`src/rtl/alu_issue_if.sv`:
```
// Fetch, register-file, execute and writeback signals of the ALU issue stage.
// The slave modport is the issue stage itself; master is its environment.
interface alu_issue_if #(
  parameter int unsigned CNT_W = 8
);
  logic             in_valid;
  logic             in_ready;
  logic [31:0]      in_instr;
  logic [3:0]       rf_raddr_a;
  logic [3:0]       rf_raddr_b;
  logic [31:0]      rf_rdata_a;
  logic [31:0]      rf_rdata_b;
  logic             out_valid;
  logic             out_ready;
  logic [2:0]       operation;
  logic [31:0]      operand_a;
  logic [31:0]      operand_b;
  logic [3:0]       out_rd;
  logic             wb_valid;
  logic [3:0]       wb_rd;
  logic [CNT_W-1:0] illegal_cnt;

  modport slave (
    input  in_valid, in_instr, rf_rdata_a, rf_rdata_b, out_ready, wb_valid, wb_rd,
    output in_ready, rf_raddr_a, rf_raddr_b, out_valid, operation, operand_a,
           operand_b, out_rd, illegal_cnt
  );

  modport master (
    output in_valid, in_instr, rf_rdata_a, rf_rdata_b, out_ready, wb_valid, wb_rd,
    input  in_ready, rf_raddr_a, rf_raddr_b, out_valid, operation, operand_a,
           operand_b, out_rd, illegal_cnt
  );
endinterface

```
`src/rtl/alu_issue.sv`:
```
// Decode/issue stage: decodes fetched instructions, reads the register file and
// hands one registered ALU bundle to execute, stalling on busy-bit hazards.
module alu_issue #(
  parameter int unsigned CNT_W      = 8,
  parameter bit          SEXT_ARITH = 1'b1
) (
  input logic       clk,
  input logic       rst_n,
  alu_issue_if.slave bus
);
  localparam int unsigned XLEN   = 32;
  localparam int unsigned OP_W   = 3;
  localparam int unsigned REG_W  = 4;
  localparam int unsigned NREG   = 16;
  localparam int unsigned IMM_W  = 16;
  // Op codes 0..2 (ADD/SUB/MULT) are the arithmetic ops; 7 is unassigned.
  localparam logic [OP_W-1:0] OP_MULT    = OP_W'(2);
  localparam logic [OP_W-1:0] OP_ILLEGAL = OP_W'(7);

  logic             imm_sel;
  logic [OP_W-1:0]  op;
  logic [REG_W-1:0] rd, rs1, rs2;
  logic [IMM_W-1:0] imm;

  logic             out_valid_q, out_valid_d;
  logic [OP_W-1:0]  op_q, op_d;
  logic [XLEN-1:0]  a_q, a_d;
  logic [XLEN-1:0]  b_q, b_d;
  logic [REG_W-1:0] rd_q, rd_d;
  logic [NREG-1:0]  busy_q, busy_d;
  logic [CNT_W-1:0] cnt_q, cnt_d;

  logic            illegal, hazard, slot_free, in_ready_c;
  logic            legal_acc, illegal_acc;
  logic [XLEN-1:0] imm_ext;

  assign {imm_sel, op, rd, rs1, rs2, imm} = bus.in_instr;

  // Hazard check uses registered busy bits only; writeback is seen one cycle later.
  always_comb begin
    illegal     = (op == OP_ILLEGAL);
    hazard      = busy_q[rs1] | (~imm_sel & busy_q[rs2]) | busy_q[rd];
    slot_free   = ~out_valid_q | bus.out_ready;
    in_ready_c  = illegal ? slot_free : (slot_free & ~hazard);
    legal_acc   = bus.in_valid & in_ready_c & ~illegal;
    illegal_acc = bus.in_valid & in_ready_c & illegal;
    imm_ext     = (SEXT_ARITH && (op <= OP_MULT)) ? {{(XLEN-IMM_W){imm[IMM_W-1]}}, imm}
                                                  : {{(XLEN-IMM_W){1'b0}}, imm};
  end

  always_comb begin
    out_valid_d = out_valid_q & ~bus.out_ready;
    op_d        = op_q;
    a_d         = a_q;
    b_d         = b_q;
    rd_d        = rd_q;
    busy_d      = busy_q;
    cnt_d       = cnt_q;
    if (legal_acc) begin
      out_valid_d = 1'b1;
      op_d        = op;
      a_d         = (rs1 == '0) ? '0 : bus.rf_rdata_a;
      b_d         = imm_sel ? imm_ext : ((rs2 == '0) ? '0 : bus.rf_rdata_b);
      rd_d        = rd;
    end
    if (illegal_acc && (cnt_q != '1)) begin
      cnt_d = cnt_q + CNT_W'(1);
    end
    // Clear first so that a same-cycle issue to the same register keeps it busy.
    if (bus.wb_valid) begin
      busy_d[bus.wb_rd] = 1'b0;
    end
    if (legal_acc) begin
      busy_d[rd] = 1'b1;
    end
    busy_d[0] = 1'b0;
  end

  always_ff @(posedge clk or negedge rst_n) begin
    if (!rst_n) begin
      out_valid_q <= 1'b0;
      op_q        <= '0;
      a_q         <= '0;
      b_q         <= '0;
      rd_q        <= '0;
      busy_q      <= '0;
      cnt_q       <= '0;
    end else begin
      out_valid_q <= out_valid_d;
      op_q        <= op_d;
      a_q         <= a_d;
      b_q         <= b_d;
      rd_q        <= rd_d;
      busy_q      <= busy_d;
      cnt_q       <= cnt_d;
    end
  end

  assign bus.in_ready    = in_ready_c;
  assign bus.rf_raddr_a  = rs1;
  assign bus.rf_raddr_b  = rs2;
  assign bus.out_valid   = out_valid_q;
  assign bus.operation   = op_q;
  assign bus.operand_a   = a_q;
  assign bus.operand_b   = b_q;
  assign bus.out_rd      = rd_q;
  assign bus.illegal_cnt = cnt_q;
endmodule
```
`src/flat_wrapper.sv`:
```
// flat-port wrapper written by rule: the top's interface ports become plain ports
module alu_issue_flat 
#(
  parameter int unsigned CNT_W      = 8,
  parameter bit          SEXT_ARITH = 1'b1
)
  (clk, rst_n, bus_in_valid, bus_in_instr, bus_rf_rdata_a, bus_rf_rdata_b, bus_out_ready, bus_wb_valid, bus_wb_rd, bus_in_ready, bus_rf_raddr_a, bus_rf_raddr_b, bus_out_valid, bus_operation, bus_operand_a, bus_operand_b, bus_out_rd, bus_illegal_cnt);
  alu_issue_if #(.CNT_W(CNT_W)) bus_i ();
  input logic clk;
  input logic rst_n;
  input wire logic [$bits(bus_i.in_valid)-1:0] bus_in_valid;
  input wire logic [$bits(bus_i.in_instr)-1:0] bus_in_instr;
  input wire logic [$bits(bus_i.rf_rdata_a)-1:0] bus_rf_rdata_a;
  input wire logic [$bits(bus_i.rf_rdata_b)-1:0] bus_rf_rdata_b;
  input wire logic [$bits(bus_i.out_ready)-1:0] bus_out_ready;
  input wire logic [$bits(bus_i.wb_valid)-1:0] bus_wb_valid;
  input wire logic [$bits(bus_i.wb_rd)-1:0] bus_wb_rd;
  output wire logic [$bits(bus_i.in_ready)-1:0] bus_in_ready;
  output wire logic [$bits(bus_i.rf_raddr_a)-1:0] bus_rf_raddr_a;
  output wire logic [$bits(bus_i.rf_raddr_b)-1:0] bus_rf_raddr_b;
  output wire logic [$bits(bus_i.out_valid)-1:0] bus_out_valid;
  output wire logic [$bits(bus_i.operation)-1:0] bus_operation;
  output wire logic [$bits(bus_i.operand_a)-1:0] bus_operand_a;
  output wire logic [$bits(bus_i.operand_b)-1:0] bus_operand_b;
  output wire logic [$bits(bus_i.out_rd)-1:0] bus_out_rd;
  output wire logic [$bits(bus_i.illegal_cnt)-1:0] bus_illegal_cnt;
  assign bus_i.in_valid = bus_in_valid;
  assign bus_i.in_instr = bus_in_instr;
  assign bus_i.rf_rdata_a = bus_rf_rdata_a;
  assign bus_i.rf_rdata_b = bus_rf_rdata_b;
  assign bus_i.out_ready = bus_out_ready;
  assign bus_i.wb_valid = bus_wb_valid;
  assign bus_i.wb_rd = bus_wb_rd;
  assign bus_in_ready = bus_i.in_ready;
  assign bus_rf_raddr_a = bus_i.rf_raddr_a;
  assign bus_rf_raddr_b = bus_i.rf_raddr_b;
  assign bus_out_valid = bus_i.out_valid;
  assign bus_operation = bus_i.operation;
  assign bus_operand_a = bus_i.operand_a;
  assign bus_operand_b = bus_i.operand_b;
  assign bus_out_rd = bus_i.out_rd;
  assign bus_illegal_cnt = bus_i.illegal_cnt;
  alu_issue #(.CNT_W(CNT_W), .SEXT_ARITH(SEXT_ARITH)) u_core (.clk(clk), .rst_n(rst_n), .bus(bus_i));
endmodule
```
`config.mk`:
```
export PLATFORM = sky130hd
export DESIGN_NAME = alu_issue_flat
export DESIGN_NICKNAME = d
export VERILOG_FILES = /design/src/rtl/alu_issue_if.sv /design/src/rtl/alu_issue.sv /design/src/flat_wrapper.sv
export SDC_FILE = /design/constraint.sdc
export NUM_CORES = 1
export LEC_CHECK = 0
export ABC_AREA = 1
export CAP_MARGIN = 30
export CORE_UTILIZATION = 24
export CTS_BUF_LIST = sky130_fd_sc_hd__clkbuf_2 sky130_fd_sc_hd__clkbuf_4 sky130_fd_sc_hd__clkbuf_8
export CTS_CLUSTER_DIAMETER = 50
export DETAILED_ROUTE_END_ITERATION = 6
export DONT_BUFFER_PORTS = 1
export GPL_ROUTABILITY_DRIVEN = 0
export HOLD_SLACK_MARGIN = 0.03
export PLACE_DENSITY = 0.36
export SYNTH_ARGS = -nofsm -noshare
export SYNTH_HDL_FRONTEND = slang
export SYNTH_SLANG_ARGS = --single-unit
```
`constraint.sdc`:
```
create_clock -name clk -period 3.3 [get_ports clk]
set_input_delay 0.33 -clock clk [delete_from_list [all_inputs] [get_ports clk]]
set_output_delay 0.33 -clock clk [all_outputs]
set_load 0.02 [all_outputs]
```
==> impl_metrics.ini <==
[cts]
post_cts_buffers = 0
worstSkewPairLatency_ps = 380
clock_sink_count = 95
htreeDepth = 3
cts_tree = yes
root_buffer = clkbuf_8
cts_buffers = 9
clkTransAtPathRegs_ps = 100
max-clock-path-buffers = 2

[global_route]
grt_usage_pct = 13.5
grt_pass1_wl_microns = 22700
antenna_found_initial = 0
grt.overflow.total = 0
grt_pass1_vias = 4017
grt_max_degree = 96

[worst_setup_path]
path_depth = 10
slowest_stage = dfrtp_1
critPathLaunchType = flop
crit_chain = inv_1 > nand2_1 > nand3_1 > nand2_1 > nand2_1 > nand2_1 > nor2_1 > nand3_2 > nor2_4 > o21a_1
worstSetupPathType = flop to output pin
required_ps = 2970
cpLargestDelayFamily = simple AND/OR/NAND/NOR gates
cp-end-kind = output pin
cpPeakStageDelay_ps = 430
cp_max_fo = 3
timing.critical_path.mode_cell = nand2_1
crit_buf_inv = 1
worstRegToRegCells = 12
arrival_ps = 1910

[sta]
finalHoldViolCount = 0
fin_worst_skew_ps = 16.1
worst_pin_slew_ps = 786
finalCriticalPeriod_ps = 2240
drv_slew = 0
setup_viol_count_final = 0
relSlewSlack_pct = 47.6
period_share_pct = 68.0
rsz0062_at_grt = no
fmax_mhz = 446
fin_setup_tns_ps = 0

[place]
place_hpwl_microns = 10800
numPortBuffers = 0

[drt]
wl_per_cell_microns = 16.4
first_iter_violations = 144
vias = 4047
ant_nets = 0
drc = 0
wl_microns = 14700
via_per_inst = 4.52
drt_pre_antenna_iters = 4

[hold_path]
min_path_type = input port to flop
holdPathStages = 2

[status]
status = finished clean

[finish]
final_util_pct = 25.9
nets = 722
fillCellCount = 2323
synthToLayoutAreaGrowth_pct = 6.17
final_layout_size_suffix_gt1_share_pct = 14.8
antennaDiodeCount = 0

[floorplanning]
rows = 53
die_y_microns = 148
dieArea_sq_um = 21900
io_pins = 194
start_util_pct = 24.4
die_w_microns = 148
core_area_sq_um = 21000

[power]
power_w = 0.00408
p_leak_nw = 2.66
powerDensity_nw_per_um2 = 753
ir_worst_vdd_v = 0.000232

[synth]
synth_area_sq_um = 5110
syn-num-nets = 744
synth_cells = 638
avgSynthCellArea_sq_um = 8.01
ys_warn_count = 0
synth-seq-area-share_pct = 46.5
synth-seq-cells = 95
synth_cell_types = 31

[run]
drv_cap = 0
==> repair_timing <==
action / in CTS / in global routing
hold buffers: 2 / 0
gates resized for setup: 0 / 0
endpoints found under the hold margin: 95 / 0
endpoints found under the setup margin: 0 / 0
==> synthesized netlist by cell type <==
cell type	number	share of area (%)
buf_1	2	0.15
o21a_1	1	0.15
inv_2	3	0.22
nand3_2	1	0.20
buf_2	2	0.20
buf_4	10	1.5
nand3_1	47	4.6
a21oi_1	17	1.7
o21ai_0	28	2.7
nor2_4	1	0.22
o21ai_2	60	10
ha_1	1	0.24
nor4_1	2	0.24
nand4_4	1	0.42
o21ai_1	13	1.3
inv_1	52	3.8
nor3_1	2	0.20
dfrtp_1	95	47
mux2_2	1	0.22
o31ai_1	4	0.59
or2_2	1	0.12
nor2_2	1	0.12
xnor2_1	1	0.17
nand2_1	224	16
o211ai_1	1	0.15
a31oi_1	1	0.12
buf_6	13	2.9
nor2_1	33	2.4
a31o_2	1	0.17
clkbuf_1	13	0.96
xor2_1	6	1.0
==> layout by cell type, fill, tap and decap left out, types with 3 or more instances in the layout <==
cell type	synthesis	routed
o21ai_2	60	60
a21oi_1	17	17
nand3_1	47	47
dfrtp_1	95	95
inv_1	52	52
nor2_1	33	33
o21ai_1	13	13
buf_4	10	5
inv_2	3	3
clkbuf_8	0	9
o21ai_0	28	28
xor2_1	6	6
nand2_1	224	224
o31ai_1	4	4
==> worst register-to-register path: cells and delay by family (launching register included) <==
family	cells	cell delay (ps)
buffers and inverters	2	740
and+or+nand+nor	9	710
AOI/OAI and AO/OA	1	190
DFF	1	420
==> final timing paths <==
path | endpoint | slack [ps] | start
worst max-delay path | bus_in_ready | 1060 | u_core.busy_q[7]
worst min-delay path | u_core.bus.operand_a[7] | 80 | bus_rf_rdata_a[7]
worst max register to register | u_core.bus.operand_a[1] | 1110 | u_core.busy_q[11]
worst min register to register | u_core.busy_q[4] | 540 | u_core.busy_q[4]
max in group asynchronous | u_core.bus.operand_a[13] | 2360 | rst_n
min in group asynchronous | u_core.bus.operand_b[13] | 540 | rst_n
==> per-layer routing <==
metal	vias up	global-route usage, %	wire length, microns
met5	-	0	0
met4	0	4.95	229
met3	16	5.59	1580
met2	138	21.3	6690
met1	1911	16.5	6220
li1	1982	-	-
==> flip-flops by register name, indices dropped and copies added, names as in the netlist <==
name,cells
u_core.bus.illegal_cnt,8
u_core.bus.operand_a,32
u_core.bus.operand_b,32
u_core.bus.operation,3
u_core.bus.out_rd,4
u_core.bus.out_valid,1
u_core.busy_q,15
==> area by class of cell <==
type / count / area [sq um] / share of cell area (%)
multi-input combinational: 448 / 2240 / 41.3
tap: 275 / 344 / 6.34
clock buffer: 10 / 131 / 2.42
timing repair buffer: 7 / 75.1 / 1.38
clock inverter: 6 / 52.6 / 0.969
sequential: 95 / 2380 / 43.8
inverter: 55 / 206 / 3.81
==> metrics by stage <==
stage               cell area [sq um]  cells  hold slack, ps  worst slack (ps)
floorplan                        5110    638            34.4              1530
global placement                 5200    878            36.8              1140
detailed placement               5200    878            37.1              1070
CTS                              5430    896            54.8              1000
global route                     5430    896            65.3               849
finish                           5430    896            82.9              1060
==> logic make-up (layout without fill, tap and decap cells) <==
group | after synthesis | count (layout) | synth area share (%)
AO/OA/AOI/OAI | 126 | 126 | 17.1
adder cells (fa/ha/maj) | 1 | 1 | 0.245
flip-flops | 95 | 95 | 46.5
multiplexers | 1 | 1 | 0.220
AND/OR/NAND/NOR | 313 | 313 | 25.0
XOR/XNOR | 7 | 7 | 1.20
buffers and inverters | 95 | 78 | 9.67
==> power breakdown <==
part | switching (W) | total (W) | internal [W] | leakage, nW
sequential | 0.000853 | 0.00244 | 0.00158 | 1.21
clock | 0.000464 | 0.000758 | 0.000295 | 0.0888
combinational | 0.000537 | 0.000889 | 0.000353 | 1.36
total | 0.00185 | 0.00408 | 0.00223 | 2.66
No activity file was read; power rests on OpenSTA's default activity.
